==> src/rtl/regfile_pkg.sv <==
// Shared register-file constants, used by the register file, the decoder and the
// write-back arbiter.
package regfile_pkg;

    localparam int unsigned NUM_REGS = 32;
    localparam int unsigned ADDR_W   = 5;
    localparam int unsigned DATA_W   = 8;
    localparam logic [ADDR_W-1:0] ZERO_REG = 5'd31;

    typedef enum logic {
        GrantA = 1'b0,
        GrantB = 1'b1
    } grant_e;

endpackage

==> src/rtl/regfile_scoreboard.sv <==
// Pending-write scoreboard: destination reservations, operand hazard query and the
// sticky unreserved-write error flag.
module regfile_scoreboard
    import regfile_pkg::*;
(
    input  logic              clk,
    input  logic              rst,
    input  logic              rsv_valid,
    input  logic [ADDR_W-1:0] rsv_rd,
    output logic              rsv_ready,
    input  logic              rf_we,
    input  logic [ADDR_W-1:0] rf_rd,
    input  logic [ADDR_W-1:0] q_rs,
    input  logic [ADDR_W-1:0] q_rt,
    output logic              rs_busy,
    output logic              rt_busy,
    output logic              err_unreserved
);

    logic [NUM_REGS-1:0] pending_q, pending_d;
    logic                err_q, err_d;

    always_comb begin
        rsv_ready = !rst && (!pending_q[rsv_rd] || (rf_we && rf_rd == rsv_rd));

        pending_d = pending_q;
        err_d     = err_q;
        if (rf_we) begin
            if (!pending_q[rf_rd]) begin
                err_d = 1'b1;
            end
            pending_d[rf_rd] = 1'b0;
        end
        // Applied after the clear so a same-edge re-reservation wins.
        if (rsv_valid && rsv_ready && rsv_rd != ZERO_REG) begin
            pending_d[rsv_rd] = 1'b1;
        end

        // A write landing this cycle is bypassed by the register file, so it is not a hazard.
        rs_busy = (q_rs != ZERO_REG) && pending_q[q_rs] && !(rf_we && rf_rd == q_rs);
        rt_busy = (q_rt != ZERO_REG) && pending_q[q_rt] && !(rf_we && rf_rd == q_rt);
    end

    always_ff @(posedge clk) begin
        if (rst) begin
            pending_q <= '0;
            err_q     <= 1'b0;
        end else begin
            pending_q <= pending_d;
            err_q     <= err_d;
        end
    end

    assign err_unreserved = err_q;

endmodule

==> src/rtl/regfile_wb_arbiter.sv <==
// Write-back controller: round-robin arbitration of the ALU (A) and load unit (B) onto
// the register file's single registered write port, plus the pending-write scoreboard.
module regfile_wb_arbiter
    import regfile_pkg::*;
(
    input  logic              clk,
    input  logic              rst,
    input  logic              a_valid,
    output logic              a_ready,
    input  logic [ADDR_W-1:0] a_rd,
    input  logic [DATA_W-1:0] a_data,
    input  logic              b_valid,
    output logic              b_ready,
    input  logic [ADDR_W-1:0] b_rd,
    input  logic [DATA_W-1:0] b_data,
    output logic              rf_we,
    output logic [ADDR_W-1:0] rf_rd,
    output logic [DATA_W-1:0] rf_wdata,
    input  logic              rsv_valid,
    input  logic [ADDR_W-1:0] rsv_rd,
    output logic              rsv_ready,
    input  logic [ADDR_W-1:0] q_rs,
    input  logic [ADDR_W-1:0] q_rt,
    output logic              rs_busy,
    output logic              rt_busy,
    output logic              err_unreserved
);

    grant_e            last_grant_q, last_grant_d;
    logic              grant_a, grant_b;
    logic              we_d;
    logic [ADDR_W-1:0] rd_d;
    logic [DATA_W-1:0] wdata_d;

    always_comb begin
        grant_a = 1'b0;
        grant_b = 1'b0;
        if (!rst) begin
            if (a_valid && b_valid) begin
                grant_a = (last_grant_q == GrantB);
                grant_b = !grant_a;
            end else begin
                grant_a = a_valid;
                grant_b = b_valid;
            end
        end

        last_grant_d = last_grant_q;
        we_d         = 1'b0;
        rd_d         = rf_rd;
        wdata_d      = rf_wdata;
        if (grant_a) begin
            last_grant_d = GrantA;
            we_d         = (a_rd != ZERO_REG);
            rd_d         = a_rd;
            wdata_d      = a_data;
        end else if (grant_b) begin
            last_grant_d = GrantB;
            we_d         = (b_rd != ZERO_REG);
            rd_d         = b_rd;
            wdata_d      = b_data;
        end
    end

    always_ff @(posedge clk) begin
        if (rst) begin
            last_grant_q <= GrantB;
            rf_we        <= 1'b0;
            rf_rd        <= '0;
            rf_wdata     <= '0;
        end else begin
            last_grant_q <= last_grant_d;
            rf_we        <= we_d;
            rf_rd        <= rd_d;
            rf_wdata     <= wdata_d;
        end
    end

    assign a_ready = grant_a;
    assign b_ready = grant_b;

    regfile_scoreboard u_scoreboard (
        .clk            (clk),
        .rst            (rst),
        .rsv_valid      (rsv_valid),
        .rsv_rd         (rsv_rd),
        .rsv_ready      (rsv_ready),
        .rf_we          (rf_we),
        .rf_rd          (rf_rd),
        .q_rs           (q_rs),
        .q_rt           (q_rt),
        .rs_busy        (rs_busy),
        .rt_busy        (rt_busy),
        .err_unreserved (err_unreserved)
    );

endmodule

==> config.mk <==
export PLATFORM = sky130hd
export DESIGN_NAME = regfile_wb_arbiter
export DESIGN_NICKNAME = d
export VERILOG_FILES = /design/src/rtl/regfile_pkg.sv /design/src/rtl/regfile_scoreboard.sv /design/src/rtl/regfile_wb_arbiter.sv
export SDC_FILE = /design/constraint.sdc
export NUM_CORES = 1
export LEC_CHECK = 0
export CAP_MARGIN = 25
export CORE_MARGIN = 2
export CORE_UTILIZATION = 30
export DETAILED_ROUTE_END_ITERATION = 12
export DONT_BUFFER_PORTS = 1
export GPL_TIMING_DRIVEN = 0
export PLACE_DENSITY_LB_ADDON = 0.15
export SYNTH_ARGS = -nofsm -noshare
export SYNTH_HDL_FRONTEND = slang
export SYNTH_SLANG_ARGS = --single-unit
==> constraint.sdc <==
create_clock -name clk -period 2.12 [get_ports clk]
set_clock_uncertainty 0.2 [all_clocks]
set_input_delay 0.318 -clock clk [delete_from_list [all_inputs] [get_ports clk]]
set_output_delay 0.318 -clock clk [all_outputs]
set_load 0.1 [all_outputs]
Yosys cells after proc, flatten, opt, wreduce, memory -nomap -nowiden
Index checks and enable logic that the tools add are counted.

word-level totals
  bits in registers = 48
  input bits = 46
  output and inout port bits = 20
  logic and storage cells = 71

operators by class
  magnitude comparators = 6
  equality and inequality tests = 8
  multiplexer cells = 26
  bitwise gates (word level) = 4
  reduce and logical (&&, ||, !) cells = 21

operators with widths
  operator                                                     count
  two-way mux 32 bit                                           2
  AND 32 bit                                                   1
  NOT 32 bit                                                   1
  bitwise OR 32 bit                                            1
  != test 5 bit (second input constant)                        5
  less-than comparator 5 x 6 -> 1 bit (second input constant)  4
  binary-select mux 1 bit (select 5 bit)                       4
  two-way mux 8 bit                                            2
  == test 5 bit                                                3
  two-way mux 1 bit                                            14
  logical AND 1 bit                                            13
  demux 1 bit (select 5 bit)                                   2
  >= comparator 5 x 1 -> 1 bit (second input constant)         2
  two-way mux 5 bit                                            2
  logical NOT 1 bit                                            5
  AND reduction 2 bit                                          1
  nonzero test 2 bit                                           1
  logical OR 1 bit                                             1
  NOT 1 bit                                                    1

Longest topological paths before layout
Gate-level depths: netlist of the first run.

  depth in word-level cells = 9
  gate-level depth with buffers = 7
  mapped depth without buffers = 7

Hierarchy
A second synthesis of the first run with hierarchy kept.

second synthesis, totals
  cell total of the unflattened synthesis = 376
  area, all modules = 3564.7 sq um

by module, submodules not included
  module              times used  cells each  area each (sq um)
  regfile_scoreboard  1           301         2849.0
  regfile_wb_arbiter  1           75          715.7

Worst setup path before layout of the first run
Ideal clock, no wire load.

  kind = reg-to-output
  start point = reg rf_rd[1]
  end point = out rs_busy
  data arrival time = 3.615 ns
  slack = -2.013 ns
  cell stages (with the launch flop) = 7
  buffers on the path = 3
  cells stage by stage = dfxtp_1 > clkbuf_1 > buf_2 > buf_2 > xor2_1 > nor4_1 > a32oi_1

on the way
  word-level cells in the longest chain between the ends = 4

RTL lines
  item                    RTL line                  text
  start, declared         regfile_wb_arbiter.sv:17  output logic [ADDR_W-1:0] rf_rd,
  start signal, assigned  regfile_wb_arbiter.sv:74  rf_rd <= rd_d;
  == test 5 bit           regfile_scoreboard.sv:40  rs_busy = (q_rs != ZERO_REG) && pending_q[q_rs] && !(rf_we && rf_rd == q_rs);
  logical AND 1 bit       regfile_scoreboard.sv:40
  logical NOT 1 bit       regfile_scoreboard.sv:40
  logical AND 1 bit       regfile_scoreboard.sv:40
  end, declared           regfile_wb_arbiter.sv:24  output logic rs_busy,

No other way between the ends.

Worst setup path in the final report of the first run
  start point = reg rf_rd[1]
  end point = out rsv_ready

on the way
  word-level cells in the longest chain between the ends = 4

RTL lines
  item               RTL line                  text
  == test 5 bit      regfile_scoreboard.sv:24  rsv_ready = !rst && (!pending_q[rsv_rd] || (rf_we && rf_rd == rsv_rd));
  logical AND 1 bit  regfile_scoreboard.sv:24
  logical OR 1 bit   regfile_scoreboard.sv:24
  logical AND 1 bit  regfile_scoreboard.sv:24
  end, declared      regfile_wb_arbiter.sv:21  output logic rsv_ready,

No other way between the ends.

==> metrics, run 1 <==
area fraction of the dominant cell type after synthesis=28.0%; clock transition at the register clock pins on the worst setup and hold paths after CTS=0.07 ns; Main synth FF type=sky130_fd_sc_hd__dfxtp_1; main area contributors after synthesis=sky130_fd_sc_hd__dfxtp_1, sky130_fd_sc_hd__mux4_2, sky130_fd_sc_hd__mux2i_1, sky130_fd_sc_hd__nor2b_1, sky130_fd_sc_hd__nand3b_1; clock tree from TritonCTS=done; overall power=2570 uW; CP Launch Type=flop; filler cell count=1,119; maximum vdd ir drop=0.306 mV; worst hold slack=0.00841 ns; transition at the pin with the smallest max-transition slack=around 1.0 ns; portion of netlist area occupied by mux cells=23.9%; sequential share of the synthesized area=28.0%; routability congestion estimate=0.848; effective utilization at floorplan=30.4%; Yosys Warn Count=0; layout cells sized above 1=35.6%; largest net degree at the start of global routing=16; number of nets in the layout=roughly 450; cell count after synthesis=373; synthesized-area fraction occupied by and/or/nand/nor cells=20.0%; startpoint of the most critical register-to-register path=rf_rd[1]$_SDFFE_PP0P_; I/O pin cnt=66; most used standard cell by instance count after synthesis=sky130_fd_sc_hd__dfxtp_1; hold path startpoint=a_rd[3]; adder-cell area share of the yosys netlist=0%; total wirelength of the detailed-routed design=around 12 mm; final count of negative-setup-slack endpoints=27; final count of pins violating max slew=0; outcome=finished with violations; flip-flop and latch count after synthesis=48; vertical die dimension=111 um; insertion delay to the later sink of the worst-skew pair=0.29 ns; final critical-path required period=~2.8 ns; signed area change from the synthesized netlist to the final layout=29.5%; Min-Delay Path Class=input pin to flop; WHS Endpoint=rf_rd[3]$_SDFFE_PP0P_; synthesized-area fraction occupied by ao, oa, aoi and oai cells=20.4%; endpoint of the worst-slack reg-to-reg timing path=u_scoreboard.pending_q[13]$_SDFF_PP0_; net count after synthesis=419; Avg WL per Cell=21.9 um; number of antenna-violating nets in the routed design=0; async set-or-reset flop fraction in the synthesized netlist=0%; average footprint of a synthesized cell=9.20 sq um; combined area of all synthesized cells=3430 sq um; number of DRC markers after the initial detailed-route iteration=193; violations in the final reports=negative setup slack; cell depth of the worst hold path=2; number of hold-slack violations in the final timing report=0; # rows=39; H-tree depth reported by CTS=2; total track usage=between 10% and 20%; first-pass GRT wire length=between 15 and 20 mm; clock root cell=sky130_fd_sc_hd__clkbuf_16; TritonCTS sink count=between 40 and 50; via total after detailed routing=3,135; crit share post-route=132%; number of antenna violations at the first check in global routing=0; peak fanout along the critical path=3; leading area contributor after synthesis=sky130_fd_sc_hd__dfxtp_1; static leakage=0.00146 uW; final core utilization=39.4%; total negative setup slack=-4.20 ns; Post-synth EDFFs=0; DPL Wire Length=8.56 mm; parity-gate share of the synthesized area counting xor and xnor cells=3.83%; top cells by count, synth=sky130_fd_sc_hd__dfxtp_1, sky130_fd_sc_hd__mux2i_1, sky130_fd_sc_hd__nor2b_1, sky130_fd_sc_hd__o21ai_0, sky130_fd_sc_hd__nand2_1; Inserted Clock Buffers=5; count of input and output buffers=0; Crit Path Class=flop to output pin; pre-CTS setup slack=-0.921 ns; Crit. Startpoint=rf_rd[1]$_SDFFE_PP0P_; floorplan core area=11,300 sq um; worst-case reg-to-reg path depth=8; slack of the critical path=-0.685 ns; Highest Clock Rate=356 MHz; number of search-and-repair iterations in the first detailed-routing pass=4; max-cap violation count=0; drt drc=0; die footprint=12,300 sq um; type of element capturing the critical path=output pin; total grt overflow=0; slew margin rel.=33.5%; data arrival at the endpoint of the critical path=approximately 2.3 ns; register-to-register path setup slack=-0.19 ns; Horiz. Die Dim=111 um; RSZ-0062 raised after global routing=true; vias in the first global route=3,224; largest family of logic cells by synthesized area=multiplexers; post-synthesis cell type count=51; data required time of the critical path=1.60 ns; Pwr per Cell Area=between 500 and 600 nW/um^2; buffers from clock root to sink, at most=2; Via density=5.75; final antenna diode count=0
metrics by stage:
step,area (sq um),instances
3_3_place_gp,3740,516
4_1_cts,4190,538
2_1_floorplan,3560,373
3_5_place_dp,3740,516
6_report,4440,545
5_1_grt,4440,545
report_power, final:
part | switching, uW | total, uW | leakage [uW] | internal (uW)
Combinational | 297 | 511 | 0.000978 | 215
Sequential | 211 | 1140 | 0.000405 | 927
Clock | 364 | 920 | 0.0000814 | 555
state kept, by name, summed over array words and instances, names as in the netlist:
signal                       flops
u_scoreboard.pending_q          32
rf_wdata                         8
rf_rd                            5
last_grant_q                     1
rf_we                            1
u_scoreboard.err_unreserved      1
layout make-up:
| class | instances | area [sq um] | area share (%) |
|---|---|---|---|
| clock inverters | 3 | 42.5 | 0.957 |
| clock buffers | 5 | 125 | 2.82 |
| well taps | 143 | 179 | 4.03 |
| flip-flops and latches | 48 | 1020 | 22.9 |
| plain buffers | 25 | 255 | 5.74 |
| repair buffers | 21 | 193 | 4.34 |
| inverters | 6 | 26.3 | 0.591 |
| multi-input cells | 294 | 2600 | 58.6 |
worst max-delay path: stages, from the launching register on:
cell                        delay (ns)
sky130_fd_sc_hd__dfxtp_4          0.54
sky130_fd_sc_hd__clkbuf_16        0.22
sky130_fd_sc_hd__xnor2_2          0.10
sky130_fd_sc_hd__nand4_1          0.11
sky130_fd_sc_hd__or3b_4           0.41
sky130_fd_sc_hd__a21oi_4          0.60
worst max-delay path by stage:
stage / slack (ns) / to
global route: -0.72 / rsv_ready
global placement: -0.93 / rsv_ready
detailed placement: -0.92 / rsv_ready
floorplan: -0.51 / rsv_ready
CTS: -0.71 / rsv_ready
finish: -0.69 / rsv_ready
repair_timing:
| item | 4_1_cts | 5_1_grt |
|---|---|---|
| endpoints found under the setup margin | 43 | 42 |
| pin swaps | 12 | 17 |
| resized for setup | 37 | 65 |
| hold buffers | 3 | 0 |
| endpoints found under the hold margin | 2 | 0 |
| buffers inserted | 12 | 13 |
per-layer routing:
| layer | wire (um) | global-route usage (%) | part of all wire [%] | vias to the layer above |
|---|---|---|---|---|
| li1 | - | - | - | 1464 |
| met2 | 5550 | 30.4 | 46 | 155 |
| met4 | 248 | 6.00 | 2.1 | 0 |
| met1 | 5080 | 26.8 | 42 | 1497 |
| met3 | 1070 | 5.08 | 9.0 | 19 |
| met5 | 0 | 0 | 0 | - |
cell usage in the layout (no fill, tap or decap), types with 3 or more instances in the layout:
cell type	netlist	layout
sky130_fd_sc_hd__xor2_1	9	7
sky130_fd_sc_hd__nor3_1	6	6
sky130_fd_sc_hd__nor2_1	16	15
sky130_fd_sc_hd__buf_6	1	6
sky130_fd_sc_hd__buf_4	1	15
sky130_fd_sc_hd__nor2b_1	26	22
sky130_fd_sc_hd__o21ai_2	8	11
sky130_fd_sc_hd__buf_12	0	5
sky130_fd_sc_hd__xnor2_1	6	4
sky130_fd_sc_hd__mux2i_1	30	30
sky130_fd_sc_hd__a211oi_1	8	8
sky130_fd_sc_hd__or2_2	3	3
sky130_fd_sc_hd__clkbuf_2	0	4
sky130_fd_sc_hd__inv_1	6	5
sky130_fd_sc_hd__o21ai_1	24	24
sky130_fd_sc_hd__dfxtp_4	0	11
sky130_fd_sc_hd__nand3b_1	19	19
sky130_fd_sc_hd__clkbuf_1	14	6
sky130_fd_sc_hd__o22ai_1	5	5
sky130_fd_sc_hd__dfxtp_2	0	14
sky130_fd_sc_hd__mux4_2	22	22
sky130_fd_sc_hd__nand2b_1	3	3
sky130_fd_sc_hd__o21ai_0	26	23
sky130_fd_sc_hd__nor2b_4	0	4
sky130_fd_sc_hd__dlygate4sd3_1	0	3
sky130_fd_sc_hd__a21oi_1	7	5
sky130_fd_sc_hd__a22oi_1	5	4
sky130_fd_sc_hd__dfxtp_1	48	23
sky130_fd_sc_hd__nand2_1	25	24
sky130_fd_sc_hd__buf_2	7	3
sky130_fd_sc_hd__clkbuf_16	0	7
sky130_fd_sc_hd__a21oi_4	0	3
sky130_fd_sc_hd__nand3_1	6	6
cells by family (layout without fill, tap and decap cells):
| group | after synthesis | after routing |
|---|---|---|
| AOI/OAI and AO/OA | 103 | 103 |
| buffers and inverters | 31 | 60 |
| xor gates and xnor gates | 15 | 15 |
| DFF | 48 | 48 |
| and+or+nand+nor | 122 | 122 |
| muxes | 54 | 54 |
Note: power is estimated with default switching activity, not from simulation.
==> run 2: changes to the inputs <==
--- a/config.mk
+++ b/config.mk
@@ -5,11 +5,11 @@
 export SDC_FILE = /design/constraint.sdc
 export NUM_CORES = 1
 export LEC_CHECK = 0
+export BUFFER_PORTS_ARGS = -buffer_cell sky130_fd_sc_hd__clkbuf_2
 export CAP_MARGIN = 25
 export CORE_MARGIN = 2
 export CORE_UTILIZATION = 30
 export DETAILED_ROUTE_END_ITERATION = 12
-export DONT_BUFFER_PORTS = 1
 export GPL_TIMING_DRIVEN = 0
 export PLACE_DENSITY_LB_ADDON = 0.15
 export SYNTH_ARGS = -nofsm -noshare
==> metrics, run 2 (same netlist as run 1, synthesis figures left out) <==
CP endpoint=rt_busy; Pwr per Cell Area=543 nW/um^2 (-6.0%); Crit Path Class=flop to output pin; routability congestion estimate=0.869 (+2.4%); most common cell after layout, fill and taps aside=sky130_fd_sc_hd__clkbuf_2; maximum vdd ir drop=0.288 mV (-6.1%); layout cells sized above 1=42.8% (+7.2 points); die footprint=12,300 sq um (unchanged); outcome=finished with violations; # rows=39 (unchanged); internal power consumption=1630 uW (-3.9%); number of search-and-repair iterations in the first detailed-routing pass=5 (+1); startpoint of the most critical register-to-register path=u_scoreboard.pending_q[7]$_SDFF_PP0_; worst-case reg-to-reg path depth=8 (unchanged); clock tree from TritonCTS=done; slack of the critical path=-0.577 ns (+0.108 ns); number of nets in the layout=501 (+12%); Crit. Startpoint=u_scoreboard.pending_q[19]$_SDFF_PP0_; data required time of the critical path=1.60 ns (about the same); number of DRC markers after the initial detailed-route iteration=268 (+39%); vias in the first global route=3,489 (+8.2%); endpoint of the worst-slack reg-to-reg timing path=u_scoreboard.pending_q[24]$_SDFF_PP0_; via total after detailed routing=3,474 (+11%); TritonCTS sink count=48 (unchanged); transition at the pin with the smallest max-transition slack=0.912 ns (-0.0847 ns); clock root cell=sky130_fd_sc_hd__clkbuf_16; share of total power in combinational logic=28.9% (+9.0 points); floorplan core area=11,300 sq um (unchanged); clock share of power=32.6% (-3.2 points); switching part of the total=34.9% (+1.0 points); violations in the final reports=negative setup slack; largest net degree at the start of global routing=14 (-2); drt drc=0 (unchanged); final critical-path required period=2.70 ns (-0.108 ns); Highest Clock Rate=371 MHz (+4.0%); final antenna diode count=0 (unchanged); first-pass GRT wire length=19.7 mm (+4.8%); total grt overflow=0 (unchanged); insertion delay to the later sink of the worst-skew pair=0.29 ns (about the same); clock transition at the register clock pins on the worst setup and hold paths after CTS=0.07 ns (about the same); static leakage=0.00169 uW (+15%); DPL Wire Length=8.97 mm (+4.8%); type of element capturing the critical path=output pin; Horiz. Die Dim=111 um (unchanged); register containing the most flip-flops in the final layout=u_scoreboard.pending_q; final count of negative-setup-slack endpoints=11 (-59%); flip-flop count of the largest register, all copies and words added=32 (unchanged); leading cell types in the layout, fill and taps excluded=sky130_fd_sc_hd__clkbuf_2, sky130_fd_sc_hd__mux2i_1, sky130_fd_sc_hd__o21ai_0, sky130_fd_sc_hd__nand2_1, sky130_fd_sc_hd__nor2b_1; I/O pin cnt=66 (unchanged); count of input and output buffers=57 (+57); H-tree depth reported by CTS=2 (unchanged); number of hold-slack violations in the final timing report=0 (unchanged); slew margin rel.=39.1% (+5.6 points); total track usage=20.2% (+0.63 points); number of antenna violations at the first check in global routing=0 (unchanged); Reg power frac=38.5% (-5.8 points); number of antenna-violating nets in the routed design=0 (unchanged); Min-Delay Path Class=input pin to flop; Placed Instance Area=4020 sq um (+7.6%); final non-filler cell area=4610 sq um (+3.8%); Sw Pwr=876 uW (+0.38%); effective utilization at floorplan=30.4% (unchanged); peak fanout along the critical path=2 (-1); Avg WL per Cell=21.2 um (-3.4%); total negative setup slack=-1.81 ns (+2.39 ns); data arrival at the endpoint of the critical path=2.18 ns (-0.11 ns); total wirelength of the detailed-routed design=12.7 mm (+6.2%); crit share post-route=127% (-5.1 points); Via density=5.80 (+0.82%); signed area change from the synthesized netlist to the final layout=34.4%; final count of pins violating max slew=0 (unchanged); buffers from clock root to sink, at most=2 (unchanged); Inserted Clock Buffers=5 (unchanged); vertical die dimension=111 um (unchanged); max-cap violation count=0 (unchanged); RSZ-0062 raised after global routing=true; top flop regs=u_scoreboard.pending_q x32, rf_wdata x8, rf_rd x5; register-to-register path setup slack=-0.03 ns (+0.16 ns); CP Launch Type=flop
[run 2: changes by cell type in the layout (fill, tap and decap cells not counted), moves of 3 or more]
cell	before	now
sky130_fd_sc_hd__o21ai_2	11	15
sky130_fd_sc_hd__dlygate4sd3_1	3	0
sky130_fd_sc_hd__o21ai_1	24	17
sky130_fd_sc_hd__dfxtp_2	14	18
sky130_fd_sc_hd__clkbuf_2	4	58
sky130_fd_sc_hd__dfxtp_4	11	8
sky130_fd_sc_hd__o21ai_0	23	26
sky130_fd_sc_hd__clkbuf_4	0	3
[run 2: per-layer routing]
layer  up-vias  part of all wire [%]  global-route usage (%)
met4         0                   2.5                    6.42
met3        30                   7.5                    3.12
li1       1571                     -                       -
met5         -                     0                       0
met1      1695                    43                    27.3
met2       178                    47                    33.3
[run 2: cell type report]
type | instances | area (sq um)
plain buffers | 25 | 173
clock buffers | 8 | 146
fillers | 1113 | 6660
inverters | 6 | 22.5
multi-input cells | 294 | 2530
flip-flops and latches | 48 | 1010
well taps | 143 | 179
repair buffers | 75 | 546
[run 2: worst min-delay path by stage]
stage                             start                   endpoint  cells after the start
2_1_floorplan                   a_valid  last_grant_q$_SDFFE_PP1P_                      1
3_3_place_gp   rf_wdata[2]$_SDFFE_PP0P_   rf_wdata[2]$_SDFFE_PP0P_                      2
3_5_place_dp   rf_wdata[2]$_SDFFE_PP0P_   rf_wdata[2]$_SDFFE_PP0P_                      2
4_1_cts                         a_valid  last_grant_q$_SDFFE_PP1P_                      2
5_1_grt                       a_data[7]   rf_wdata[7]$_SDFFE_PP0P_                      3
6_report                        a_valid  last_grant_q$_SDFFE_PP1P_                      2
[run 2: power groups by stage]
stage                     Clock, uW  Combinational (uW)  Sequential [uW]
final                           817                 723              966
after global routing            876                 758              970
after CTS                       834                 704              966
after detailed placement          0                 658              988
after global placement            0                 655              988
after floorplan                   0                 325             1150
[run 2: stage by stage]
stage	worst slack (ns)	cells	total power [uW]	util (%)	hold WS, ns
global placement	-0.881	573	1640	35.7	0.257
floorplan	-0.514	373	1470	-	0.218
finish	-0.577	599	2510	40.9	0.0904
global route	-0.596	599	2600	40.9	0.102
detailed placement	-0.909	573	1650	35.7	0.252
CTS	-0.563	595	2500	39.8	0.0797
[run 2: timing repair]
action	in CTS	in global routing
resized for setup	51	23
setup endpoints to repair	37	28
setup buffers	14	5
hold buffers	0	0
pin swaps	3	5
hold endpoints to repair	0	0
[run 2: worst max-delay path, stage by stage, from the launching register on]
cell and delay [ns]:
sky130_fd_sc_hd__dfxtp_2 0.32, sky130_fd_sc_hd__mux4_2 0.50, sky130_fd_sc_hd__mux4_2 0.48, sky130_fd_sc_hd__nor2b_4 0.15, sky130_fd_sc_hd__a31oi_4 0.16, sky130_fd_sc_hd__a31oi_4 0.05
sky130_fd_sc_hd__clkbuf_16 0.22
==> run 3: changes to the inputs <==
--- a/config.mk
+++ b/config.mk
@@ -7,6 +7,8 @@
 export LEC_CHECK = 0
 export BUFFER_PORTS_ARGS = -buffer_cell sky130_fd_sc_hd__clkbuf_2
 export CAP_MARGIN = 25
+export CELL_PAD_IN_SITES_DETAIL_PLACEMENT = 1
+export CELL_PAD_IN_SITES_GLOBAL_PLACEMENT = 2
 export CORE_MARGIN = 2
 export CORE_UTILIZATION = 30
 export DETAILED_ROUTE_END_ITERATION = 12
==> metrics, run 3 (same netlist as run 1, synthesis figures left out) <==
outcome=finished with violations; violations in the final reports=negative setup slack; largest net degree at the start of global routing=16 (+2); cell depth of the worst hold path=2 (unchanged); number of hold-slack violations in the final timing report=0 (unchanged); clock transition at the register clock pins on the worst setup and hold paths after CTS=0.07 ns (about the same); number of search-and-repair iterations in the first detailed-routing pass=4 (-1); peak fanout along the critical path=2 (unchanged); signed area change from the synthesized netlist to the final layout=34.2%; Pwr per Cell Area=591 nW/um^2 (+8.8%); count of input and output buffers=57 (unchanged); leading cell types in the layout, fill and taps excluded=sky130_fd_sc_hd__clkbuf_2, sky130_fd_sc_hd__mux2i_1, sky130_fd_sc_hd__o21ai_0, sky130_fd_sc_hd__dfxtp_1, sky130_fd_sc_hd__nand2_1; Placed Instance Area=4020 sq um (unchanged); type of element capturing the critical path=output pin; vias in the first global route=3,482 (-0.20%); Avg WL per Cell=22.2 um (+4.7%); H-tree depth reported by CTS=2 (unchanged); buffers from clock root to sink, at most=2 (unchanged); DPL Wire Length=9.69 mm (+8.0%); CP endpoint=rt_busy; Highest Clock Rate=370 MHz (-0.22%); slew margin rel.=50.1% (+11 points); Inserted Clock Buffers=5 (unchanged); Crit. Startpoint=u_scoreboard.pending_q[19]$_SDFF_PP0_; Hold Buf Count CTS=0 (unchanged); endpoint of the worst-slack reg-to-reg timing path=u_scoreboard.pending_q[12]$_SDFF_PP0_; # rows=39 (unchanged); startpoint of the most critical register-to-register path=u_scoreboard.pending_q[15]$_SDFF_PP0_; drt drc=0 (unchanged); top flop regs=u_scoreboard.pending_q x32, rf_wdata x8, rf_rd x5; clock root cell=sky130_fd_sc_hd__clkbuf_16; die footprint=12,300 sq um (unchanged); overall power=2720 uW (+8.7%); Horiz. Die Dim=111 um (unchanged); worst-case reg-to-reg path depth=7 (-1); Min-Delay Path Class=input pin to flop; number of antenna-violating nets in the routed design=0 (unchanged); flip-flop count of the largest register, all copies and words added=32 (unchanged); routability congestion estimate=0.797 (-8.2%); static leakage=0.00168 uW (-0.75%); floorplan core area=11,300 sq um (unchanged); number of nets in the layout=497 (-0.80%); layout cells sized above 1=41.8% (-0.95 points); via total after detailed routing=3,364 (-3.2%); transition at the pin with the smallest max-transition slack=0.746 ns (-0.165 ns); final non-filler cell area=4610 sq um (-0.14%); TritonCTS sink count=48 (unchanged); final count of pins violating max slew=0 (unchanged); filler cell count=1,298 (+17%); final antenna diode count=0 (unchanged); I/O pin cnt=66 (unchanged); CP Launch Type=flop; hold path startpoint=a_valid; maximum vdd ir drop=0.323 mV (+12%); data arrival at the endpoint of the critical path=2.19 ns (about the same); max-cap violation count=0 (unchanged); vertical die dimension=111 um (unchanged); register containing the most flip-flops in the final layout=u_scoreboard.pending_q; register-to-register path setup slack=0.01 ns (+0.04 ns); most common cell after layout, fill and taps aside=sky130_fd_sc_hd__clkbuf_2; insertion delay to the later sink of the worst-skew pair=0.30 ns (about the same); total track usage=21.7% (+1.4 points); crit share post-route=128% (+0.28 points); number of antenna violations at the first check in global routing=0 (unchanged); data required time of the critical path=1.60 ns (about the same); effective utilization at floorplan=30.4% (unchanged); RSZ-0062 raised after global routing=true; total grt overflow=0 (unchanged); number of DRC markers after the initial detailed-route iteration=255 (-4.9%); first-pass GRT wire length=20.6 mm (+4.7%); Via density=5.65 (-2.5%); clock tree from TritonCTS=done; Crit Path Class=flop to output pin; slack of the critical path=-0.583 ns (-0.00604 ns); total wirelength of the detailed-routed design=13.2 mm (+4.0%); final count of negative-setup-slack endpoints=3 (-8); pre-CTS setup slack=-0.955 ns (-0.0463 ns); final critical-path required period=2.70 ns (+0.00604 ns)
## run 3: layer usage
metal / part of all wire, % / track usage (%)
met1: 47 / 30.0
met2: 47 / 35.6
met3: 3.5 / 2.68
met4: 1.9 / 6.33
met5: 0 / 0
## run 3: layout make-up
| cell class | instances | area, sq um | share of cell area, % |
|---|---|---|---|
| clock buffer | 6 | 129 | 2.80 |
| tap | 143 | 179 | 3.88 |
| timing repair buffer | 72 | 503 | 10.9 |
| sequential | 48 | 1010 | 21.9 |
| multi-input combinational | 294 | 2540 | 55.1 |
| clock inverter | 2 | 60.1 | 1.30 |
| inverter | 6 | 22.5 | 0.489 |
| buffer | 24 | 165 | 3.59 |
## run 3: repair_timing
item / CTS / global route
gates resized for setup: 45 / 24
pin swaps: 4 / 6
endpoints found under the setup margin: 37 / 35
buffers inserted: 11 / 5
## run 3: worst min-delay path by stage
stage                           endpoint
6_report       last_grant_q$_SDFFE_PP1P_
5_1_grt        last_grant_q$_SDFFE_PP1P_
4_1_cts        last_grant_q$_SDFFE_PP1P_
3_5_place_dp    rf_wdata[4]$_SDFFE_PP0P_
3_3_place_gp    rf_wdata[4]$_SDFFE_PP0P_
2_1_floorplan  last_grant_q$_SDFFE_PP1P_
## run 3: metrics by stage
step / hold WS (ns) / setup TNS [ns] / instances / utilization (%)
3_3_place_gp: 0.245 / -17.46 / 573 / 35.7
4_1_cts: 0.0718 / -1.67 / 592 / 39.9
2_1_floorplan: 0.218 / -1.29 / 373 / -
5_1_grt: 0.0703 / -2.26 / 595 / 40.9
6_report: 0.0727 / -1.68 / 595 / 40.9
3_5_place_dp: 0.257 / -18.10 / 573 / 35.7
## run 3: critical path, stage by stage (launching register included)
cell and delay [ns]:
sky130_fd_sc_hd__dfxtp_4 0.34, sky130_fd_sc_hd__mux4_2 0.50, sky130_fd_sc_hd__mux4_2 0.47, sky130_fd_sc_hd__nor2b_4 0.14, sky130_fd_sc_hd__a31oi_4 0.16, sky130_fd_sc_hd__a31oi_4 0.05, sky130_fd_sc_hd__clkbuf_16 0.22
## run 3: report_power, final
| part | leakage (uW) | internal, uW | switching [uW] | total [uW] |
|---|---|---|---|---|
| combinational | 0.00118 | 226 | 489 | 715 |
| sequential | 0.000403 | 930 | 42.3 | 972 |
| clock | 0.0000911 | 677 | 360 | 1040 |
| total | 0.00168 | 1830 | 891 | 2720 |
